`src/rtl/dram_lsu.sv`:
```
// dram_lsu: load/store adapter placed directly in front of the single-port data
// RAM (word addressed, 32-bit data, 4 byte enables, 1-cycle read latency).
//
// It accepts one byte/half/word request at a time from the MEM stage and
// translates it into a RAM word address, byte enables and lane-replicated write
// data. Load data is lane-extracted and sign- or zero-extended. Misaligned,
// out-of-window and reserved-size accesses are answered with rsp_err=1 and never
// touch the RAM.
//
// Ports
//   clk, rst_n                   clock (rising edge), async active-low reset
//   req_valid/req_ready          request handshake
//   req_we, req_size,            store flag, size (0 byte, 1 half, 2 word, 3 rsvd),
//   req_unsigned                 load zero-extend
//   req_addr, req_wdata          byte address, right-justified store data
//   rsp_valid/rsp_ready          response handshake
//   rsp_rdata, rsp_err           extended load data (0 for stores/errors), error
//   ram_addr, ram_wr_data,       RAM word address, write data,
//   ram_wr_en, ram_wr_byte_en    write strobe and byte enables
//   ram_rd_data                  RAM read data (valid the cycle after the address)
module dram_lsu #(
  parameter int unsigned ADDR_WIDTH = 13,
  parameter logic [31:0] BASE_ADDR  = 32'h1000_0000
) (
  input  logic                  clk,
  input  logic                  rst_n,
  input  logic                  req_valid,
  output logic                  req_ready,
  input  logic                  req_we,
  input  logic [1:0]            req_size,
  input  logic                  req_unsigned,
  input  logic [31:0]           req_addr,
  input  logic [31:0]           req_wdata,
  output logic                  rsp_valid,
  input  logic                  rsp_ready,
  output logic [31:0]           rsp_rdata,
  output logic                  rsp_err,
  output logic [ADDR_WIDTH-1:0] ram_addr,
  output logic [31:0]           ram_wr_data,
  output logic                  ram_wr_en,
  output logic [3:0]            ram_wr_byte_en,
  input  logic [31:0]           ram_rd_data
);

  // Lowest byte-address bit that lies above the RAM window.
  localparam int unsigned TAG_LSB = ADDR_WIDTH + 2;

  typedef enum logic [1:0] {
    S_IDLE = 2'd0,
    S_RD   = 2'd1,
    S_RESP = 2'd2
  } state_e;

  state_e                state_q, state_d;
  logic [1:0]            off_q, off_d;
  logic [1:0]            size_q, size_d;
  logic                  uns_q, uns_d;
  logic [31:0]           rsp_rdata_q, rsp_rdata_d;
  logic                  rsp_err_q, rsp_err_d;
  logic [ADDR_WIDTH-1:0] ram_addr_q, ram_addr_d;

  // ---------------------------------------------------------------------------
  // Helper functions
  // ---------------------------------------------------------------------------
  function automatic logic [3:0] byte_enables(input logic [1:0] sz,
                                              input logic [1:0] o);
    logic [3:0] be;
    case (sz)
      2'd0:    be = 4'b0001 << o;
      2'd1:    be = 4'b0011 << o;
      default: be = 4'b1111;
    endcase
    return be;
  endfunction

  // Replicating the store data across all lanes lets the byte enables alone
  // select the target lane, so no offset-dependent shifter is needed.
  function automatic logic [31:0] replicate_wdata(input logic [1:0]  sz,
                                                  input logic [31:0] wd);
    logic [31:0] r;
    case (sz)
      2'd0:    r = {4{wd[7:0]}};
      2'd1:    r = {2{wd[15:0]}};
      default: r = wd;
    endcase
    return r;
  endfunction

  function automatic logic [31:0] load_extend(input logic [31:0] rd,
                                              input logic [1:0]  o,
                                              input logic [1:0]  sz,
                                              input logic        uns);
    logic [7:0]  b;
    logic [15:0] h;
    logic [31:0] r;
    case (o)
      2'd0:    b = rd[7:0];
      2'd1:    b = rd[15:8];
      2'd2:    b = rd[23:16];
      default: b = rd[31:24];
    endcase
    h = o[1] ? rd[31:16] : rd[15:0];
    case (sz)
      2'd0:    r = {{24{~uns & b[7]}}, b};
      2'd1:    r = {{16{~uns & h[15]}}, h};
      default: r = rd;
    endcase
    return r;
  endfunction

  // ---------------------------------------------------------------------------
  // Request decode
  // ---------------------------------------------------------------------------
  logic [1:0]            off;
  logic                  in_range;
  logic                  misaligned;
  logic                  err;
  logic                  fire;
  logic [ADDR_WIDTH-1:0] req_word;

  assign off        = req_addr[1:0];
  assign in_range   = (req_addr[31:TAG_LSB] == BASE_ADDR[31:TAG_LSB]);
  assign misaligned = ((req_size == 2'd1) && off[0]) ||
                      ((req_size == 2'd2) && (off != 2'd0));
  assign err        = !in_range || misaligned || (req_size == 2'd3);
  assign req_word   = req_addr[TAG_LSB-1:2];

  // Gating with rst_n keeps the request port closed while reset is asserted.
  assign req_ready  = (state_q == S_IDLE) && rst_n;
  assign fire       = req_valid && req_ready;

  // ---------------------------------------------------------------------------
  // RAM drive
  // ---------------------------------------------------------------------------
  // In IDLE the address follows the request so a load accepted this cycle has
  // its read data ready in RD; elsewhere it holds the accepted address.
  assign ram_addr       = ((state_q == S_IDLE) && rst_n) ? req_word : ram_addr_q;
  assign ram_wr_en      = fire && req_we && !err;
  assign ram_wr_byte_en = ram_wr_en ? byte_enables(req_size, off) : 4'b0000;
  assign ram_wr_data    = rst_n ? replicate_wdata(req_size, req_wdata) : 32'd0;

  // ---------------------------------------------------------------------------
  // Control FSM
  // ---------------------------------------------------------------------------
  always_comb begin
    state_d     = state_q;
    off_d       = off_q;
    size_d      = size_q;
    uns_d       = uns_q;
    rsp_rdata_d = rsp_rdata_q;
    rsp_err_d   = rsp_err_q;
    ram_addr_d  = ram_addr_q;
    case (state_q)
      S_IDLE: begin
        ram_addr_d = req_word;
        if (fire) begin
          if (req_we || err) begin
            // Stores complete at the accept edge; errors never reach the RAM.
            state_d     = S_RESP;
            rsp_rdata_d = 32'd0;
            rsp_err_d   = err;
          end else begin
            state_d = S_RD;
            off_d   = off;
            size_d  = req_size;
            uns_d   = req_unsigned;
          end
        end
      end
      S_RD: begin
        rsp_rdata_d = load_extend(ram_rd_data, off_q, size_q, uns_q);
        rsp_err_d   = 1'b0;
        state_d     = S_RESP;
      end
      S_RESP: begin
        if (rsp_ready) begin
          state_d = S_IDLE;
        end
      end
      default: begin
        state_d = S_IDLE;
      end
    endcase
  end

  always_ff @(posedge clk or negedge rst_n) begin
    if (!rst_n) begin
      state_q     <= S_IDLE;
      off_q       <= 2'd0;
      size_q      <= 2'd0;
      uns_q       <= 1'b0;
      rsp_rdata_q <= 32'd0;
      rsp_err_q   <= 1'b0;
      ram_addr_q  <= '0;
    end else begin
      state_q     <= state_d;
      off_q       <= off_d;
      size_q      <= size_d;
      uns_q       <= uns_d;
      rsp_rdata_q <= rsp_rdata_d;
      rsp_err_q   <= rsp_err_d;
      ram_addr_q  <= ram_addr_d;
    end
  end

  assign rsp_valid = (state_q == S_RESP);
  assign rsp_rdata = rsp_rdata_q;
  assign rsp_err   = rsp_err_q;

endmodule

```
`config.mk`:
```
export PLATFORM = sky130hd
export DESIGN_NAME = dram_lsu
export DESIGN_NICKNAME = d
export VERILOG_FILES = /design/src/rtl/dram_lsu.sv
export SDC_FILE = /design/constraint.sdc
export NUM_CORES = 1
export LEC_CHECK = 0
export CAP_MARGIN = 25
export CELL_PAD_IN_SITES_DETAIL_PLACEMENT = 0
export CELL_PAD_IN_SITES_GLOBAL_PLACEMENT = 1
export CORE_ASPECT_RATIO = 0.9
export CORE_UTILIZATION = 31
export CTS_BUF_LIST = sky130_fd_sc_hd__clkbuf_16
export DETAILED_ROUTE_END_ITERATION = 10
export GPL_ROUTABILITY_DRIVEN = 0
export GPL_TIMING_DRIVEN = 0
export PLACE_DENSITY_LB_ADDON = 0.15
export REMOVE_ABC_BUFFERS = 1
export SLEW_MARGIN = 20
export SYNTH_ARGS = -nofsm -noshare
export SYNTH_HDL_FRONTEND = slang
export SYNTH_SLANG_ARGS = --single-unit
```
`constraint.sdc`:
```
create_clock -name clk -period 3.15 [get_ports clk]
set_input_delay 0.315 -clock clk [delete_from_list [all_inputs] [get_ports clk]]
set_output_delay 0.315 -clock clk [all_outputs]
set_load 0.05 [all_outputs]
```
Word level (Yosys, flattened, before mapping)
Cells that the tools add are included.
{"block": "classes", "eq_ne": 12, "n_shift": 2, "muxes": 19, "bitwise_logic": 4, "n_reduce_logical": 21}
{"operator": "$pmux W32 S2", "count": 3}
{"operator": "$mux W32", "count": 3}
{"operator": "$pmux W8 S3", "count": 1}
{"operator": "$eq A17 B14 Y1 const B", "count": 1}
{"operator": "$mux W16", "count": 1}
{"operator": "$mux W13", "count": 1}
{"operator": "$eq A2 B1 Y1 const B", "count": 4}
{"operator": "$eq A2 B2 Y1 const B", "count": 4}
{"operator": "$logic_not A2 Y1", "count": 4}
{"operator": "$mux W8", "count": 1}
{"operator": "$pmux W4 S2", "count": 1}
{"operator": "$logic_and A1 B1 Y1", "count": 6}
{"operator": "$mux W2", "count": 3}
{"operator": "$pmux W2 S3", "count": 1}
{"operator": "$reduce_and A3 Y1", "count": 2}
{"operator": "$logic_or A1 B1 Y1", "count": 4}
{"operator": "$mux W4", "count": 1}
{"operator": "$ne A2 B1 Y1 const B", "count": 2}
{"operator": "$reduce_bool A2 Y1", "count": 2}
{"operator": "$shl A1 B2 Y4 const A", "count": 1}
{"operator": "$shl A2 B2 Y4 const A", "count": 1}
{"operator": "$and A1 B1 Y1", "count": 2}
{"operator": "$logic_not A1 Y1", "count": 2}
{"operator": "$mux W1", "count": 2}
{"operator": "4 further kinds", "count": 5}
{"block": "word_totals", "ff_bits": 53, "in_bits": 104, "output_inout_bits": 85, "elab_cells": 65}

Logic depth before layout (Yosys ltp)
{"block": "logic_depth", "depth_word": 9, "depth_mapped": 6, "depth_no_buf": 4}

Worst setup path after synthesis
No wires, ideal clock.
{"block": "synth_timing", "path_type": "register to output", "from": "reg state_q[1]", "to": "out ram_wr_byte_en[0]", "t_arrival_ns": 2.747, "required_ns": 2.835, "slack_ns": 0.088, "path_stages_with_launch": 5, "n_path_buf": 0, "cell_sequence": "dfrtp_1 > nor3b_2 > nand3_1 > nor3_1 > o21a_1"}
{"block": "synth_between", "elab_chain_cells": 6}
{"item": "from (decl)", "line_no": "54", "rtl": "state_e state_q, state_d;"}
{"item": "from (signal assigned)", "line_no": "196", "rtl": "state_q <= state_d;"}
{"item": "$logic_not A2 Y1", "line_no": "129", "rtl": "assign req_ready = (state_q == S_IDLE) && rst_n;"}
{"item": "$logic_and A1 B1 Y1", "line_no": "129"}
{"item": "$logic_and A1 B1 Y1", "line_no": "130", "rtl": "assign fire = req_valid && req_ready;"}
{"item": "$logic_and A1 B1 Y1 (2 in series)", "line_no": "138", "rtl": "assign ram_wr_en = fire && req_we && !err;"}
{"item": "via ram_wr_en", "line_no": "40", "rtl": "output logic ram_wr_en,"}
{"item": "$mux W4", "line_no": "139", "rtl": "assign ram_wr_byte_en = ram_wr_en ? byte_enables(req_size, off) : 4'b0000;"}
{"item": "to (decl)", "line_no": "41", "rtl": "output logic [3:0] ram_wr_byte_en,"}
The timed path passes the listed nets, and every way through them passes these cells.

Final worst setup path
{"block": "layout_timing", "from": "in req_size[0]", "to": "out ram_wr_byte_en[3]"}
{"block": "layout_between", "elab_chain_cells": 8, "word_cells_on_any_way": 13, "cone_classes": "3 x eq/ne; 2 x mux; 8 x reduce/logical"}
{"item": "from (decl)", "line_no": "30", "rtl": "input logic [1:0] req_size,"}
{"item": "$eq A2 B1 Y1 or $eq A2 B2 Y1 (tied branches)", "line_no": "68, 123, 124"}
{"item": "$logic_and A1 B1 Y1 (on tied branches)", "line_no": "123, 124"}
{"item": "$logic_or A1 B1 Y1", "line_no": "123", "rtl": "assign misaligned = ((req_size == 2'd1) && off[0]) ||"}
{"item": "$logic_or A1 B1 Y1 (2 in series)", "line_no": "125", "rtl": "assign err = !in_range || misaligned || (req_size == 2'd3);"}
{"item": "$logic_not A1 Y1", "line_no": "138"}
{"item": "$logic_and A1 B1 Y1", "line_no": "138"}
{"item": "$mux W4 (*)", "line_no": "139"}
Every way passes the cells marked *; elsewhere a longest branch is shown, timed or not.

==> results.json <==
{
  "status": "finished, final reports clean",
  "grt_start_max_net_pins": 43,
  "slew_headroom_pct": 34.3,
  "grt_pass1_wl_um": 18000,
  "drtIter0Drc": 150,
  "num-nets-final": 643,
  "p_switching_mw": 0.640,
  "setup_viol": 0,
  "synth-seq-area-share_pct": 37.7,
  "coreArea_um2": 10900,
  "reg2reg_from": "off_q[1]$_DFFE_PN0P_",
  "synthMuxAreaShare_pct": 19.9,
  "async_flop_share_pct": 100,
  "max_freq_mhz": 346,
  "powerDensity_nw_per_um2": 339,
  "endpoint_kind": "output pin",
  "clock_latency_ns": 0.29,
  "wl_um": 11600,
  "reg2reg_slack_ns": 0.75,
  "start_kind": "input port",
  "root_buffer": "clkbuf_16",
  "syn-cell-area_um2": 3520,
  "crit_path_max_fanout": 23,
  "fin_crit_sh_pct": 91.7,
  "cts_buffer_depth": 2,
  "synth_cells": 364,
  "vias_per_cell": 5.04,
  "critPathTopFamily": "buffers and inverters",
  "portBuffers": 188,
  "cp.arrival_ns": 2.57,
  "grt_overflow": 0,
  "final_core_util_pct": 52.5,
  "ir_drop_v": 0.000222,
  "wl_per_cell_um": 16.8,
  "synthFlopType": "dfrtp_1",
  "cts_tree": "built",
  "grt_util_met3_pct": 3.88,
  "critPathMaxStageDelay_ns": 0.57,
  "gr-max-usage-layer": "met2",
  "track_usage_pct": 19.5,
  "combPwrFrac_pct": 34.4,
  "finalHoldViolCount": 0,
  "route.detailed.drc": 0,
  "ys_ff_latch": 53,
  "dieArea_um2": 11800,
  "leakage_nw": 2.43,
  "rows": 36,
  "firstDrtPassIters": 5,
  "fp.dieH_um": 103,
  "power_frac_clock_pct": 28.6,
  "antenna_left": 0,
  "h-tree-depth": 2,
  "synth_cell_types": 45,
  "synth_top_family_by_area": "compound AO/OA/AOI/OAI gates",
  "worstMarginPinSlew_ns": 0.983,
  "timing.final.crit_period_ns": 2.89,
  "total_power_mw": 1.95,
  "syn_area_per_cell_um2": 9.66,
  "synth_xor_area_share_pct": 0,
  "use_met2_pct": 33.2,
  "hpwl_um": 8820,
  "num_antenna_cells": 0,
  "slowest_stage": "clkdlybuf4s15_2",
  "skew_ns": 0.00562,
  "cts_buffers": 5,
  "grt_antenna_before_repair": 0,
  "clock-sinks": 53,
  "hold_class": "in -> async",
  "grt_use_met1_pct": 26.1,
  "initial_core_util_pct": 32.1,
  "regToRegEndpoint": "rsp_rdata[19]$_DFFE_PN0P_",
  "swShare_pct": 32.9,
  "p_int_mw": 1.31,
  "pin_count": 189,
  "yosysWarnings": 0,
  "drive_gt1_share_pct": 11.9,
  "synth_fa_ha_area_share_pct": 0,
  "synth_simple_gate_area_share_pct": 18.2,
  "seqPwrFrac_pct": 37.0,
  "synth_edf_count": 0,
  "rsz0062_at_grt": "false",
  "reg2regPathDepth": 4,
  "die_w_um": 114,
  "path_cells": "clkdlybuf4s15_2, nand2b_1, o221ai_1, nor3_2, o21a_1, dlygate4sd2_1",
  "synth_compound_area_share_pct": 20.4,
  "cp_num_cells": 6,
  "cap_violations": 0,
  "area_growth_pct": 63.4,
  "path_class": "in -> out",
  "cp.required_ns": 2.83,
  "grt_pass1_vias": 3298,
  "clk_pin_slew_ns": 0.07,
  "crit_buf_inv": 2,
  "finalMaxSlewViolations": 0,
  "vias": 3491
}
-- placed cells by master (no fill, tap or decap), drive strengths merged, types with 8 or more instances in the layout --
cell,synthesis,layout
a21boi,8,8
a22oi,17,17
and2,16,16
buf,8,9
clkdlybuf4s50,0,180
dfrtp,53,53
mux2,37,37
mux2i,26,26
nand2,42,42
nand2b,11,11
nand3,9,9
nor2b,17,17
o21ai,24,24
o22ai,17,17
o2bb2ai,9,9
-- cell usage after synthesis, types with 3 or more instances --
cell       instances  share of area, %
a21boi_0           8               1.7
a21oi_1            4              0.57
a221o_1            6               1.7
a22oi_1           17               3.6
and2_1            16               2.8
buf_1              3              0.32
buf_2              3              0.43
clkbuf_1          20               2.1
dfrtp_1           53                38
inv_1              4              0.43
mux2_2            37                12
mux2i_1           26               7.4
nand2_1           42               4.5
nand2b_1          11               2.0
nand3_1            9               1.3
nor2_1             7              0.75
nor2b_1           17               3.0
nor3_1             4              0.57
o21a_1             4              0.85
o21ai_0           23               3.3
o22ai_1           17               3.0
o2bb2ai_1          9               2.2
-- layout make-up --
| class | instances | area (µm²) |
|---|---|---|
| clock buffers | 5 | 125 |
| clock inverters | 3 | 20.0 |
| fillers | 1058 | 5200 |
| inverters | 4 | 15.0 |
| multi-input cells | 279 | 2070 |
| flip-flops and latches | 53 | 1330 |
| well taps | 152 | 190 |
| repair buffers | 196 | 2000 |
-- metal layers --
| layer | share of wire, % | up-vias |
|---|---|---|
| met4 | 0.38 | 0 |
| li1 | - | 1690 |
| met2 | 48 | 121 |
| met1 | 45 | 1678 |
| met5 | 0 | - |
| met3 | 6.5 | 2 |
-- state kept, by name, indices dropped and copies added (netlist names) --
name	count
off_q	2
ram_addr_q	13
rsp_rdata	32
uns_q	1
size_q	2
state_q	2
rsp_err	1
-- logic make-up after synthesis --
logic type | Yosys count
AO/OA/AOI/OAI | 99
flip-flops | 53
buffers and inverters | 32
multiplexers | 64
AND/OR/NAND/NOR | 116
-- stage by stage --
stage | area, µm² | setup slack, ns | TNS (ns) | hold slack, ns | std cells
2_1_floorplan | 3400 | -0.883 | -3.86 | 0.0194 | 336
3_3_place_gp | 5470 | -3.41 | -225.26 | 0.463 | 676
3_5_place_dp | 5550 | -0.829 | -12.01 | 0.290 | 681
4_1_cts | 5720 | 0.0734 | 0 | 0.217 | 691
5_1_grt | 5750 | 0.0862 | 0 | 0.249 | 692
6_report | 5750 | 0.261 | 0 | 0.199 | 692
-- worst max path at each step --
stage	from	to	slack, ns
floorplan	state_q[1]$_DFFE_PN0P_	ram_wr_byte_en[0]	-0.88
global placement	rst_n	ram_wr_byte_en[0]	-3.41
detailed placement	req_size[0]	ram_wr_byte_en[2]	-0.83
CTS	req_size[0]	ram_wr_en	0.07
global route	req_size[0]	ram_wr_byte_en[3]	0.09
finish	req_size[0]	ram_wr_byte_en[3]	0.26
-- power by group through the flow --
stage	combinational [mW]	clock, mW	sequential, mW
2_1_floorplan	0.341	0	0.737
3_3_place_gp	0.658	0	0.732
3_5_place_dp	0.671	0	0.734
4_1_cts	0.675	0.566	0.721
5_1_grt	0.708	0.595	0.724
6_report	0.669	0.557	0.720
-- timing repair --
action                                 in CTS  in global routing
hold buffers                                1                  0
endpoints found under the hold margin      13                  0
pin swaps                                   0                  0
gates resized for setup                     8                  1
buffers inserted                            1                  0
setup endpoints to repair                  26                  1
Note: power is estimated with default switching activity, not from simulation.
